### src/rtl/button_pulse_gen_if.sv
// button_pulse_gen_if: button-side signals between the raw push-button source and the pulse generator
// Ports (signals):
//   btn_in    raw button level, active-high, asynchronous, may bounce
//   pulse     one-cycle strobe per accepted press (and per auto-repeat when built in)
//   btn_level debounced button level
// Modports: master drives btn_in and observes the outputs; slave is the pulse generator.
interface button_pulse_gen_if;
  logic btn_in;
  logic pulse;
  logic btn_level;
  modport master(output btn_in, input pulse, input btn_level);
  modport slave(input btn_in, output pulse, output btn_level);
endinterface

### src/rtl/button_pulse_gen.sv
// button_pulse_gen: synchronizer -> debounce FSM -> one-shot pulse, optional auto-repeat (macro AUTOREPEAT_EN)
// Ports:
//   clk   system clock, rising edge
//   rst_n synchronous reset, active-low
//   bus   button_pulse_gen_if.slave: btn_in in, pulse out, btn_level out
module button_pulse_gen #(
  parameter int SYNC_STAGES     = 2,
  parameter int DEBOUNCE_CYCLES = 1000000,
  parameter int REPEAT_DELAY    = 50000000,
  parameter int REPEAT_PERIOD   = 10000000
) (
  input logic               clk,
  input logic               rst_n,
  button_pulse_gen_if.slave bus
);
  localparam int CW = $clog2(DEBOUNCE_CYCLES);
  typedef enum logic [1:0] {IDLE, PRESS_WAIT, HELD, RELEASE_WAIT} state_t;
  state_t state_q, state_d;
  logic [SYNC_STAGES-1:0] sync_q;
  logic [CW-1:0] cnt_q, cnt_d;
  logic pulse_q, pulse_d, level_q, level_d, rep_fire, s, done;
  assign s = sync_q[SYNC_STAGES-1];
  assign done = cnt_q == CW'(DEBOUNCE_CYCLES - 1);
  // The counter sits at 0 unless a wait state is actively counting, so every
  // state entry sees it cleared.
  always_comb begin
    state_d = state_q;
    cnt_d = '0;
    pulse_d = 1'b0;
    level_d = level_q;
    case (state_q)
      IDLE: state_d = s ? PRESS_WAIT : IDLE;
      PRESS_WAIT: begin
        if (!s) state_d = IDLE;
        else if (done) begin
          state_d = HELD;
          pulse_d = 1'b1;
          level_d = 1'b1;
        end else cnt_d = cnt_q + 1'b1;
      end
      HELD: state_d = s ? HELD : RELEASE_WAIT;
      RELEASE_WAIT: begin
        if (s) state_d = HELD;
        else if (done) begin
          state_d = IDLE;
          level_d = 1'b0;
        end else cnt_d = cnt_q + 1'b1;
      end
      default: state_d = IDLE;
    endcase
  end
`ifdef AUTOREPEAT_EN
  localparam int RMAX = REPEAT_DELAY > REPEAT_PERIOD ? REPEAT_DELAY : REPEAT_PERIOD;
  localparam int RW = RMAX > 1 ? $clog2(RMAX) : 1;
  logic [RW-1:0] rc_q, rc_d;
  logic rep_q, rep_d;
  // rep_q selects the interval: first repeat after REPEAT_DELAY, then REPEAT_PERIOD.
  // Only counts while HELD with the button still down, so RELEASE_WAIT freezes it.
  always_comb begin
    rc_d = rc_q;
    rep_d = rep_q;
    rep_fire = 1'b0;
    if (state_d == IDLE || state_q == PRESS_WAIT) begin
      rc_d = '0;
      rep_d = 1'b0;
    end else if (state_q == HELD && s) begin
      rep_fire = rc_q == (rep_q ? RW'(REPEAT_PERIOD - 1) : RW'(REPEAT_DELAY - 1));
      rc_d = rep_fire ? '0 : rc_q + 1'b1;
      rep_d = rep_q | rep_fire;
    end
  end
  always_ff @(posedge clk) begin
    if (!rst_n) begin
      rc_q <= '0;
      rep_q <= 1'b0;
    end else begin
      rc_q <= rc_d;
      rep_q <= rep_d;
    end
  end
`else
  logic unused_rep_cfg;
  assign unused_rep_cfg = |{32'(REPEAT_DELAY), 32'(REPEAT_PERIOD)};
  assign rep_fire = 1'b0;
`endif
  always_ff @(posedge clk) begin
    if (!rst_n) begin
      sync_q <= '0;
      state_q <= IDLE;
      cnt_q <= '0;
      pulse_q <= 1'b0;
      level_q <= 1'b0;
    end else begin
      sync_q <= {sync_q[SYNC_STAGES-2:0], bus.btn_in};
      state_q <= state_d;
      cnt_q <= cnt_d;
      pulse_q <= pulse_d | rep_fire;
      level_q <= level_d;
    end
  end
  assign bus.pulse = pulse_q;
  assign bus.btn_level = level_q;
endmodule

### src/flat_wrapper.sv
// flat-port wrapper written by rule: the top's interface ports become plain ports
module button_pulse_gen_flat 
#(
  parameter int SYNC_STAGES     = 2,
  parameter int DEBOUNCE_CYCLES = 1000000,
  parameter int REPEAT_DELAY    = 50000000,
  parameter int REPEAT_PERIOD   = 10000000
)
  (clk, rst_n, bus_btn_in, bus_pulse, bus_btn_level);
  button_pulse_gen_if bus_i ();
  input logic clk;
  input logic rst_n;
  input wire logic [$bits(bus_i.btn_in)-1:0] bus_btn_in;
  output wire logic [$bits(bus_i.pulse)-1:0] bus_pulse;
  output wire logic [$bits(bus_i.btn_level)-1:0] bus_btn_level;
  assign bus_i.btn_in = bus_btn_in;
  assign bus_pulse = bus_i.pulse;
  assign bus_btn_level = bus_i.btn_level;
  button_pulse_gen #(.SYNC_STAGES(SYNC_STAGES), .DEBOUNCE_CYCLES(DEBOUNCE_CYCLES), .REPEAT_DELAY(REPEAT_DELAY), .REPEAT_PERIOD(REPEAT_PERIOD)) u_core (.clk(clk), .rst_n(rst_n), .bus(bus_i));
endmodule
### config.mk
export PLATFORM = sky130hd
export DESIGN_NAME = button_pulse_gen_flat
export DESIGN_NICKNAME = d
export VERILOG_FILES = /design/src/rtl/button_pulse_gen_if.sv /design/src/rtl/button_pulse_gen.sv /design/src/flat_wrapper.sv
export SDC_FILE = /design/constraint.sdc
export NUM_CORES = 1
export LEC_CHECK = 0
export ABC_AREA = 1
export CORE_ASPECT_RATIO = 2
export CORE_MARGIN = 1.5
export CORE_UTILIZATION = 30
export CTS_CLUSTER_SIZE = 30
export DETAILED_ROUTE_END_ITERATION = 6
export GPL_TIMING_DRIVEN = 0
export PLACE_DENSITY = 0.45
export SYNTH_ARGS = -nofsm -noshare
export SYNTH_HDL_FRONTEND = slang
export SYNTH_SLANG_ARGS = --single-unit
### constraint.sdc
create_clock -name clk -period 2 [get_ports clk]
set_clock_uncertainty 0.2 [all_clocks]
set_input_delay 0.3 -clock clk [delete_from_list [all_inputs] [get_ports clk]]
set_output_delay 0.3 -clock clk [all_outputs]
set_load 0.02 [all_outputs]
# After elaboration in Yosys (flattened, before gate mapping)
# Index checks and enable logic that the tools add are counted.
[totals]
reg_bits = 26
latchBits = 0
mem_bits_rw = 0
rom_bits = 0
in_bits = 3
out_inout_bits = 2
wordCells = 38
n_memories = 0
[classes]
add_sub_neg = 1
multipliers = 0
div = 0
n_lt_le_gt_ge = 0
n_eq_ne = 10
shifts = 0
n_mux = 17
bitwise = 0
reduce_logical = 5
[ops]
columns = ["operator", "count"]
rows = [
  ["two-way mux 20 bit", 3],
  ["one-hot mux 20 bit (2 select lines)", 1],
  ["adder 20 x 1 -> 20 bit, second input constant", 1],
  ["== test 20 bit, second input constant", 1],
  ["two-way mux 2 bit", 4],
  ["one-hot mux 2 bit (4 select lines)", 1],
  ["two-way mux 1 bit", 7],
  ["inequality test 2 x 1 -> 1 bit, second input constant", 3],
  ["AND reduction 5 bit", 1],
  ["== test 2 bit, second input constant", 2],
  ["inequality test 3 x 1 -> 1 bit, second input constant", 1],
  ["inequality test 3 bit, second input constant", 1],
  ["AND reduction 3 bit", 1],
  ["== test 2 x 1 -> 1 bit, second input constant", 1],
  ["zero test 2 bit", 1],
  ["inequality test 2 bit, second input constant", 1],
  ["one-hot mux 1 bit (2 select lines)", 1],
  ["AND reduction 2 bit", 1],
  ["nonzero test 2 bit", 1],
]

# Logic depth before layout (Yosys ltp)
# Gate-level depths: netlist of the first run.
[logic_depth]
ltp_word = 4
ltp_mapped = 9
depth_no_buf = 9

# Worst setup path after synthesis of the first run
# OpenSTA, ideal clock, no wires.
[synth_timing]
kind = "register to register"
startpoint = "reg u_core.cnt_q[0]"
endpoint = "reg u_core.cnt_q[10]"
setup_time_ps = 115
arrival_time_ps = 1308
required_ps = 1685
path_slack_ps = 377
stages_incl_launch_ff = 8
path_buffers = 1
period_less_slack_ps = 1623
path_cell_list = "dfxtp_1 > ha_1 > inv_1 > nor3_4 > nand3_2 > nand2_2 > buf_6 > nor2_1"
[synth_between]
elab_chain_len = 4
elab_cells_between_ends = 6
cone_classes = "add/sub: 1; eq/ne: 1; mux: 4"
[synth_lines]
columns = ["item", "line", "rtl"]
rows = [
  ["start: declaration", "button_pulse_gen.sv:20", "logic [CW-1:0] cnt_q, cnt_d;"],
  ["start signal: assignment", "button_pulse_gen.sv:96", "cnt_q <= cnt_d;"],
  ["adder 20 x 1 -> 20 bit / == test 20 bit (equally long branches)", "button_pulse_gen.sv:39, button_pulse_gen.sv:47, button_pulse_gen.sv:23", ""],
  ["two-way mux 20 bit *", "button_pulse_gen.sv:35, button_pulse_gen.sv:44", ""],
  ["two-way mux 20 bit (on tied branches)", "button_pulse_gen.sv:43, button_pulse_gen.sv:34", ""],
  ["one-hot mux 20 bit (2 select lines) *", "button_pulse_gen.sv:31", "case (state_q)"],
]
# Every way passes the cells marked *; elsewhere a longest branch is shown, timed or not.
# A chain may end at the register's enable or synchronous reset.

# Worst setup path after layout of the first run
# Same ends and word-level chain as after synthesis.

==> implementation parameters, run 1 <==
Parameter                              Value

Min path
  WHS Path Cells    2
  Hold Crit Endpoint    u_core.sync_q[1]
  Classification of the worst-slack hold path    reg -> reg
  Launch instance of the worst min-delay path    u_core.sync_q[0]

Critical path
  Worst reg2reg endpoint    u_core.cnt_q[10]
  Kind of capture point of the worst setup path    register
  Worst setup slack for register-to-register paths    160 ps
  Startpoint kind of the worst setup timing path    register
  Crit path from    u_core.cnt_q[0]
  Startpoint of the lowest-slack register-to-register path    u_core.cnt_q[0]
  Crit Path Max Fanout    10
  Crit Path Class    reg -> reg
  WP data required    1980 ps
  Count of cells along the worst register-to-register path    7
  WP data arrival    1820 ps

Route
  Routed Antenna Nets    0
  DR vias    1277
  DRC errors left    0
  Average vias per placed instance    4.63
  1st-iter DRT viols    27
  Average wire per standard cell    12.8 um
  Routed wire length    3520 um
  Total iterations of the first detailed-routing run    4

STA
  RSZ-0062 raised after global routing    false
  Achievable frequency    0.543 GHz
  Final hold violation count    0
  Worst-margin pin slew    400 ps
  Worst-case headroom to the max-slew limit    73.2%
  Setup slack after layout    159 ps
  Setup-failing EPs final    0
  Total negative setup slack    0 ps
  Time the final worst path needs with I/O delays and setup    1840 ps
  Number of max-slew violations in the final report    0
  Period Utilization, post-route    92.1%

Logic synthesis
  Number of cells produced by synthesis    214
  Register bit count reported by yosys    26
  Distinct cells, synth    22
  Yosys warning total    0
  Cell types occupying the most area after synthesis    sky130_fd_sc_hd__dfxtp_1 (38%), sky130_fd_sc_hd__nand2_1 (15%), sky130_fd_sc_hd__nor2_1 (15%)
  Post-Synthesis Cell Area    1380 sq um
  EDFF count, synth    0
  Most frequently used flop master after synthesis    sky130_fd_sc_hd__dfxtp_1
  Net count of the mapped netlist    218
  Share of synthesized flip-flops with an asynchronous set or reset    0%
  Synth top area share    37.6%
  Area leader, netlist    sky130_fd_sc_hd__dfxtp_1
  Sequential element share of the synthesized area    37.6%
  Average instance area after synthesis    6.47 sq um

GRT
  Wire length of the first global-routing pass    5700 um
  Largest net degree at the start of global routing    15
  Remaining global-route overflow    0
  Antenna violations before repair    0
  Vias in the first global route    1272
  Total global routing track utilization    15.3%

Layout
  Share of final-layout standard cells stronger than drive strength 1    6.76%
  Synthesis-to-finish area growth    11.8%
  Final design instance area without fill    1550 sq um
  Count of placed standard cells in the final layout, fillers left out    276
  Layout Nets    227
  ANT cells    0

Place
  IO Port Bufs    4
  Sum of net half-perimeters after detailed placement    2840 um
  DP Area    1490 sq um
  Dpl cells    272
  Post-Place Setup Slack    58.4 ps
  Routability Congestion    0.797

Die
  Initial Utilization    31.6%
  Number of top-level design ports    5
  Die width    51.0 um
  Core Box Area    4380 sq um
  Height of the die    99.1 um
  Std-Cell Rows    34
  Overall die area    5050 sq um

Clock network
  Worst skew pair latency    270 ps
  Deepest clock path buffer count    2
  Clock sink total    26
  Clock tree from TritonCTS    yes
  Post-CTS sizing    0
  Number of post-CTS setup repair buffers    0
  Number of buffers created by CTS    3
  CTS Hold Bufs    0
  H-Tree Depth    1
  Clock transition at the register clock pins on the worst setup and hold paths after CTS    90 ps
  Root buf cell    sky130_fd_sc_hd__clkbuf_8

Power
  Leakage power    0.000536 uW
  Pwr dens    571 nW/um^2
  Total chip power    883 uW
  Worst ir drop on vdd    0.220 mV

Run status
  Result of the run    completed

Job
  Max cap viols    0
==> cell type report <==
type / instances / area, sq um
repair buffers: 4 / 40.0
plain buffers: 1 / 11.3
fillers: 512 / 2840
well taps: 54 / 67.6
multi-input cells: 157 / 739
flip-flops and latches: 26 / 520
clock buffers: 4 / 55.1
inverters: 30 / 113
==> synth_stat cells, types with 2 or more instances <==
cell	instances
sky130_fd_sc_hd__nand4_1	5
sky130_fd_sc_hd__inv_1	29
sky130_fd_sc_hd__a21oi_1	4
sky130_fd_sc_hd__xnor2_1	3
sky130_fd_sc_hd__o21ai_0	2
sky130_fd_sc_hd__xor2_1	3
sky130_fd_sc_hd__nor3_1	3
sky130_fd_sc_hd__nor3_2	2
sky130_fd_sc_hd__nor2_1	55
sky130_fd_sc_hd__nand2_2	2
sky130_fd_sc_hd__nand3_1	12
sky130_fd_sc_hd__dfxtp_1	26
sky130_fd_sc_hd__nand3b_1	2
sky130_fd_sc_hd__nor2_4	3
sky130_fd_sc_hd__nand2_1	56
==> critical path, stage by stage, from the launching register on <==
cell and delay [ps]:
sky130_fd_sc_hd__dfxtp_1 400, sky130_fd_sc_hd__ha_1 200, sky130_fd_sc_hd__inv_1 110, sky130_fd_sc_hd__nor3_4 330, sky130_fd_sc_hd__nand3_2 160, sky130_fd_sc_hd__nand2_2 110, sky130_fd_sc_hd__buf_6 160, sky130_fd_sc_hd__nor2_1 60
==> where the power goes <==
part / total [uW] / internal [uW] / leakage (uW) / switching, uW
Sequential: 521 / 520 / 0.000210 / 1.63
Combinational: 12.3 / 5.81 / 0.000297 / 6.45
Clock: 349 / 176 / 0.0000288 / 173
Total: 883 / 702 / 0.000536 / 181
==> flip-flops by register name, indices dropped and copies added, names as in the netlist, named ones only <==
signal / cells
u_core.cnt_q: 20
u_core.sync_q: 2
u_core.bus.btn_level: 1
u_core.bus.pulse: 1
u_core.state_q: 1
==> cell usage in the layout (no fill, tap or decap) <==
cell,netlist,final
sky130_fd_sc_hd__xor2_1,3,3
sky130_fd_sc_hd__xnor2_1,3,3
sky130_fd_sc_hd__nor4_1,1,1
sky130_fd_sc_hd__a211oi_1,1,1
sky130_fd_sc_hd__dfxtp_1,26,26
sky130_fd_sc_hd__nor2_1,55,55
sky130_fd_sc_hd__nor2_4,3,3
sky130_fd_sc_hd__nand2_1,56,56
sky130_fd_sc_hd__clkbuf_8,0,4
sky130_fd_sc_hd__clkdlybuf4s50_1,0,4
sky130_fd_sc_hd__a21oi_1,4,4
sky130_fd_sc_hd__inv_2,1,1
sky130_fd_sc_hd__nand3_1,12,12
sky130_fd_sc_hd__ha_1,1,1
sky130_fd_sc_hd__nand3_2,1,1
sky130_fd_sc_hd__o21ai_0,2,2
sky130_fd_sc_hd__nor3_4,1,1
sky130_fd_sc_hd__nand2_2,2,2
sky130_fd_sc_hd__nor3_1,3,3
sky130_fd_sc_hd__inv_1,29,29
sky130_fd_sc_hd__nand3b_1,2,2
sky130_fd_sc_hd__nor3_2,2,2
sky130_fd_sc_hd__buf_6,1,1
sky130_fd_sc_hd__nand4_1,5,5
==> logic make-up (layout without fill, tap and decap cells) <==
group           Yosys count  count (layout)  synth area share [%]
xor+xnor                  6               6                  3.80
compound gates            7               7                  2.71
buf+inv                  31              39                  8.95
simple gates            143             143                  46.0
fa+ha+maj                 1               1                 0.904
flops                    26              26                  37.6
==> worst max-delay path by stage <==
stage                                   to  slack [ps]  depth (start not counted)
after floorplan           u_core.cnt_q[10]         380                          7
after global placement    u_core.cnt_q[15]          40                          7
after detailed placement  u_core.cnt_q[15]          60                          7
after CTS                 u_core.cnt_q[10]          70                          7
after global routing      u_core.cnt_q[16]           2                          8
final                     u_core.cnt_q[10]         160                          7
==> layer usage <==
layer	global-route usage (%)	up-vias	share of wire [%]
met5	0	-	0
met4	10.4	0	5.2
met3	1.67	13	2.4
met2	29.2	23	55
met1	14.3	570	38
li1	-	671	-
==> stage by stage <==
step	utilization, %	hold slack, ps
after floorplan	-	190
after detailed placement	34.0	205
after global placement	34.0	194
after CTS	35.3	229
after global routing	35.3	265
final	35.3	225
Note: power is estimated with default switching activity, not from simulation.
==> run 2, diff against run 1 <==
- ABC_AREA: 1 -> not set
- GPL_ROUTABILITY_DRIVEN: not set -> 0
==> implementation parameters, run 2 <==
Parameter                              Value

Logic synthesis
  Synth cell count leaders    sky130_fd_sc_hd__dfxtp_1 (26), sky130_fd_sc_hd__nor2_1 (19), sky130_fd_sc_hd__nand3_1 (10), sky130_fd_sc_hd__xnor2_1 (8) (was sky130_fd_sc_hd__nand2_1 (56), sky130_fd_sc_hd__nor2_1 (55), sky130_fd_sc_hd__inv_1 (29), sky130_fd_sc_hd__dfxtp_1 (26), sky130_fd_sc_hd__nand3_1 (12))
  Synth top area share    45.6% (was 37.6%)
  Cell types occupying the most area after synthesis    sky130_fd_sc_hd__dfxtp_1 (46%), sky130_fd_sc_hd__nor2_1 (6.3%), sky130_fd_sc_hd__xnor2_1 (6.1%) (was sky130_fd_sc_hd__dfxtp_1 (38%), sky130_fd_sc_hd__nand2_1 (15%), sky130_fd_sc_hd__nor2_1 (15%))
  Register bit count reported by yosys    26 (unchanged)
  Most instantiated library cell after synthesis    sky130_fd_sc_hd__dfxtp_1 (was sky130_fd_sc_hd__nand2_1)
  Distinct cells, synth    28 (was 22)
  Area leader, netlist    sky130_fd_sc_hd__dfxtp_1 (unchanged)
  EDFF count, synth    0 (unchanged)
  Number of cells produced by synthesis    131 (was 214)
  Post-Synthesis Cell Area    1140 sq um (was 1380 sq um)
  Most frequently used flop master after synthesis    sky130_fd_sc_hd__dfxtp_1 (unchanged)
  Share of synthesized flip-flops with an asynchronous set or reset    0% (unchanged)
  Sequential element share of the synthesized area    45.6% (was 37.6%)
  Average instance area after synthesis    8.71 sq um (was 6.47 sq um)
  Yosys warning total    0 (unchanged)
  Net count of the mapped netlist    135 (was 218)

STA
  Worst-margin pin slew    368 ps (was 400 ps)
  Number of max-slew violations in the final report    0 (unchanged)
  Achievable frequency    0.428 GHz (was 0.543 GHz)
  Setup slack after layout    -336 ps (was 159 ps)
  RSZ-0062 raised after global routing    true (was false)
  Setup-failing EPs final    23 (was 0)
  Time the final worst path needs with I/O delays and setup    2340 ps (was 1840 ps)
  Period Utilization, post-route    117% (was 92.1%)
  Final hold violation count    0 (unchanged)
  Worst-case headroom to the max-slew limit    75.2% (was 73.2%)

Critical path
  Worst reg2reg endpoint    u_core.cnt_q[2] (was u_core.cnt_q[10])
  WP depth    7 (unchanged)
  Worst setup slack for register-to-register paths    -340 ps (was 160 ps)
  Sequence of cells on the critical path    or4b_4 -> or4_4 -> buf_6 -> o21bai_4 -> buf_6 -> buf_6 -> nor2_1 (was ha_1 -> inv_1 -> nor3_4 -> nand3_2 -> nand2_2 -> buf_6 -> nor2_1)
  Most frequent cell on the critical path    sky130_fd_sc_hd__buf_6
  Startpoint of the lowest-slack register-to-register path    u_core.cnt_q[10] (was u_core.cnt_q[0])
  Crit Path Class    reg -> reg (unchanged)
  Cell with the largest stage delay on the worst path    sky130_fd_sc_hd__or4_4 (was sky130_fd_sc_hd__dfxtp_1)
  Last element of the critical path    u_core.cnt_q[2] (was u_core.cnt_q[10])
  Crit Path Max Fanout    5 (was 10)
  Startpoint kind of the worst setup timing path    register (unchanged)
  Delay of the slowest critical-path stage    550 ps (was 400 ps)
  Critical path's top delay family    simple AND/OR/NAND/NOR gates (unchanged)
  Kind of capture point of the worst setup path    register (unchanged)
  Count of cells along the worst register-to-register path    7 (unchanged)
  WP data arrival    2300 ps (was 1820 ps)
  Crit path from    u_core.cnt_q[10] (was u_core.cnt_q[0])
  Combined buffer and inverter count along the critical path    3 (was 2)
  WP data required    1960 ps (was 1980 ps)

Place
  Sum of net half-perimeters after detailed placement    1840 um (was 2840 um)
  IO Port Bufs    4 (unchanged)
  DP Area    1270 sq um (was 1490 sq um)

GRT
  Largest net degree at the start of global routing    14 (was 15)
  Wire length of the first global-routing pass    4420 um (was 5700 um)
  Remaining global-route overflow    0 (unchanged)
  Vias in the first global route    986 (was 1272)
  Total global routing track utilization    14.3% (was 15.3%)
  Antenna violations before repair    0 (unchanged)

Layout
  Largest registers ranked by flip-flop count    u_core.cnt_q: 20 flops, u_core.sync_q: 2 flops (unchanged)
  Most common cell after layout, fill and taps aside    sky130_fd_sc_hd__dfxtp_1 (was sky130_fd_sc_hd__nand2_1)
  Final design instance area without fill    1470 sq um (was 1550 sq um)
  Layout Nets    153 (was 227)
  Final-layout fill cell count    411 (was 512)
  Share of final-layout standard cells stronger than drive strength 1    25.2% (was 6.76%)
  Synthesis-to-finish area growth    29.1% (was 11.8%)
  Number of flip-flops under the largest register name    20 (unchanged)
  Final core utilization    40.4% (was 35.3%)
  ANT cells    0 (unchanged)
  Top library cells by usage in the layout, fill and taps aside    sky130_fd_sc_hd__dfxtp_1 (20), sky130_fd_sc_hd__nor2_1 (14), sky130_fd_sc_hd__nand3_1 (10), sky130_fd_sc_hd__xnor2_1 (8) (was sky130_fd_sc_hd__nand2_1 (56), sky130_fd_sc_hd__nor2_1 (55), sky130_fd_sc_hd__inv_1 (29), sky130_fd_sc_hd__dfxtp_1 (26), sky130_fd_sc_hd__nand3_1 (12))
  Register name with the most flops    u_core.cnt_q (unchanged)

Job
  Max cap viols    0 (unchanged)

Run status
  Result of the run    finished with violations (was completed)
  Violated checks    setup timing

Die
  Core Box Area    3650 sq um (was 4380 sq um)
  Height of the die    90.2 um (was 99.1 um)
  Number of top-level design ports    5 (unchanged)
  Overall die area    4210 sq um (was 5050 sq um)
  Die width    46.6 um (was 51.0 um)
  Std-Cell Rows    31 (was 34)
  Initial Utilization    31.3% (was 31.6%)

Route
  Average vias per placed instance    4.88 (was 4.63)
  DRC errors left    0 (unchanged)
  Average wire per standard cell    13.3 um (was 12.8 um)
  1st-iter DRT viols    10 (was 27)
  Routed wire length    2610 um (was 3520 um)
  Routed Antenna Nets    0 (unchanged)
  Total iterations of the first detailed-routing run    3 (was 4)
  DR vias    956 (was 1277)

Clock network
  Root buf cell    sky130_fd_sc_hd__clkbuf_8 (unchanged)
  Number of buffers created by CTS    3 (unchanged)
  Clock transition at the register clock pins on the worst setup and hold paths after CTS    80 ps (was 90 ps)
  Worst skew pair latency    270 ps (about the same)
  H-Tree Depth    1 (unchanged)
  Deepest clock path buffer count    2 (unchanged)
  Clock tree from TritonCTS    yes (unchanged)
  Clock sink total    26 (unchanged)

Power
  Portion of total power attributed to combinational logic    2.4% (was 1.4%)
  Clock share of power    34.7% (was 39.6%)
  Switching share of total power    19.9% (was 20.5%)
  Leakage power    0.000456 uW (was 0.000536 uW)
  Cell internal pwr    663 uW (was 702 uW)
  Part of the power in registers    62.9% (was 59.1%)
  Worst ir drop on vdd    0.340 mV (was 0.220 mV)
  Switching power    164 uW (was 181 uW)
  Pwr dens    562 nW/um^2 (was 571 nW/um^2)

Min path
  Classification of the worst-slack hold path    reg -> reg (unchanged)
  WHS Path Cells    1 (was 2)
==> run 2: worst reg2reg max path, stage by stage, from the launching register on <==
cell and delay, ps:
sky130_fd_sc_hd__dfxtp_4 370, sky130_fd_sc_hd__or4b_4 500, sky130_fd_sc_hd__or4_4 550, sky130_fd_sc_hd__buf_6 140
sky130_fd_sc_hd__o21bai_4 180, sky130_fd_sc_hd__buf_6 140, sky130_fd_sc_hd__buf_6 110, sky130_fd_sc_hd__nor2_1 40
==> run 2: metal layers <==
metal / vias to the layer above / track usage (%) / wire [um]
met5: - / 0 / 0
met4: 0 / 6.94 / 48
met3: 4 / 1.81 / 34
met2: 7 / 26.0 / 1530
met1: 453 / 14.5 / 996
li1: 492 / - / -
==> run 2: repair_timing <==
item,4_1_cts,5_1_grt
gates resized for setup,9,20
gates cloned,2,0
setup buffers,7,4
endpoints found under the setup margin,23,23
pin swaps,3,5
hold buffers,0,0
==> run 2: power by group through the flow <==
stage                     sequential [uW]  clock [uW]  combinational, uW
final                                 520         287               19.5
after global routing                  521         313               21.3
after CTS                             522         305               19.8
after detailed placement              537           0               18.7
after global placement                537           0               18.3
after floorplan                       538           0               5.97
==> run 2: how the worst min path moves through the flow <==
stage                startpoint                   end  slack (ps)
4_1_cts        u_core.sync_q[0]      u_core.sync_q[1]         260
5_1_grt         u_core.cnt_q[0]       u_core.cnt_q[0]         290
6_report       u_core.sync_q[0]      u_core.sync_q[1]         250
2_1_floorplan             rst_n  u_core.bus.btn_level         210
3_3_place_gp   u_core.sync_q[0]      u_core.sync_q[1]         220
3_5_place_dp   u_core.sync_q[0]      u_core.sync_q[1]         240
==> run 2: area by class of cell <==
type	count	area, sq um	area share, %
multi-input cells	94	631	42.8
flip-flops and latches	26	536	36.4
repair buffers	15	163	11.0
well taps	49	61.3	4.16
clock buffers	3	41.3	2.80
inverters	6	22.5	1.53
plain buffers	3	18.8	1.27
==> run 2: logic make-up after synthesis <==
kind of cell    count (synthesis)  share of synthesized area, %
buf+inv                        11                          3.84
xor+xnor                       15                          11.5
fa+ha+maj                       1                          1.10
flops                          26                          45.6
compound gates                 14                          7.46
simple gates                   64                          30.5
==> run 2: stage by stage <==
step	worst slack (ps)	hold WS [ps]	total power [uW]	TNS, ps	std cells
after CTS	-437	260	847	-8690	196
after detailed placement	-433	236	556	-6660	184
final	-336	250	827	-6330	196
after global routing	-416	289	856	-7850	196
after floorplan	-331	209	544	-3010	131
after global placement	-423	223	555	-6330	184
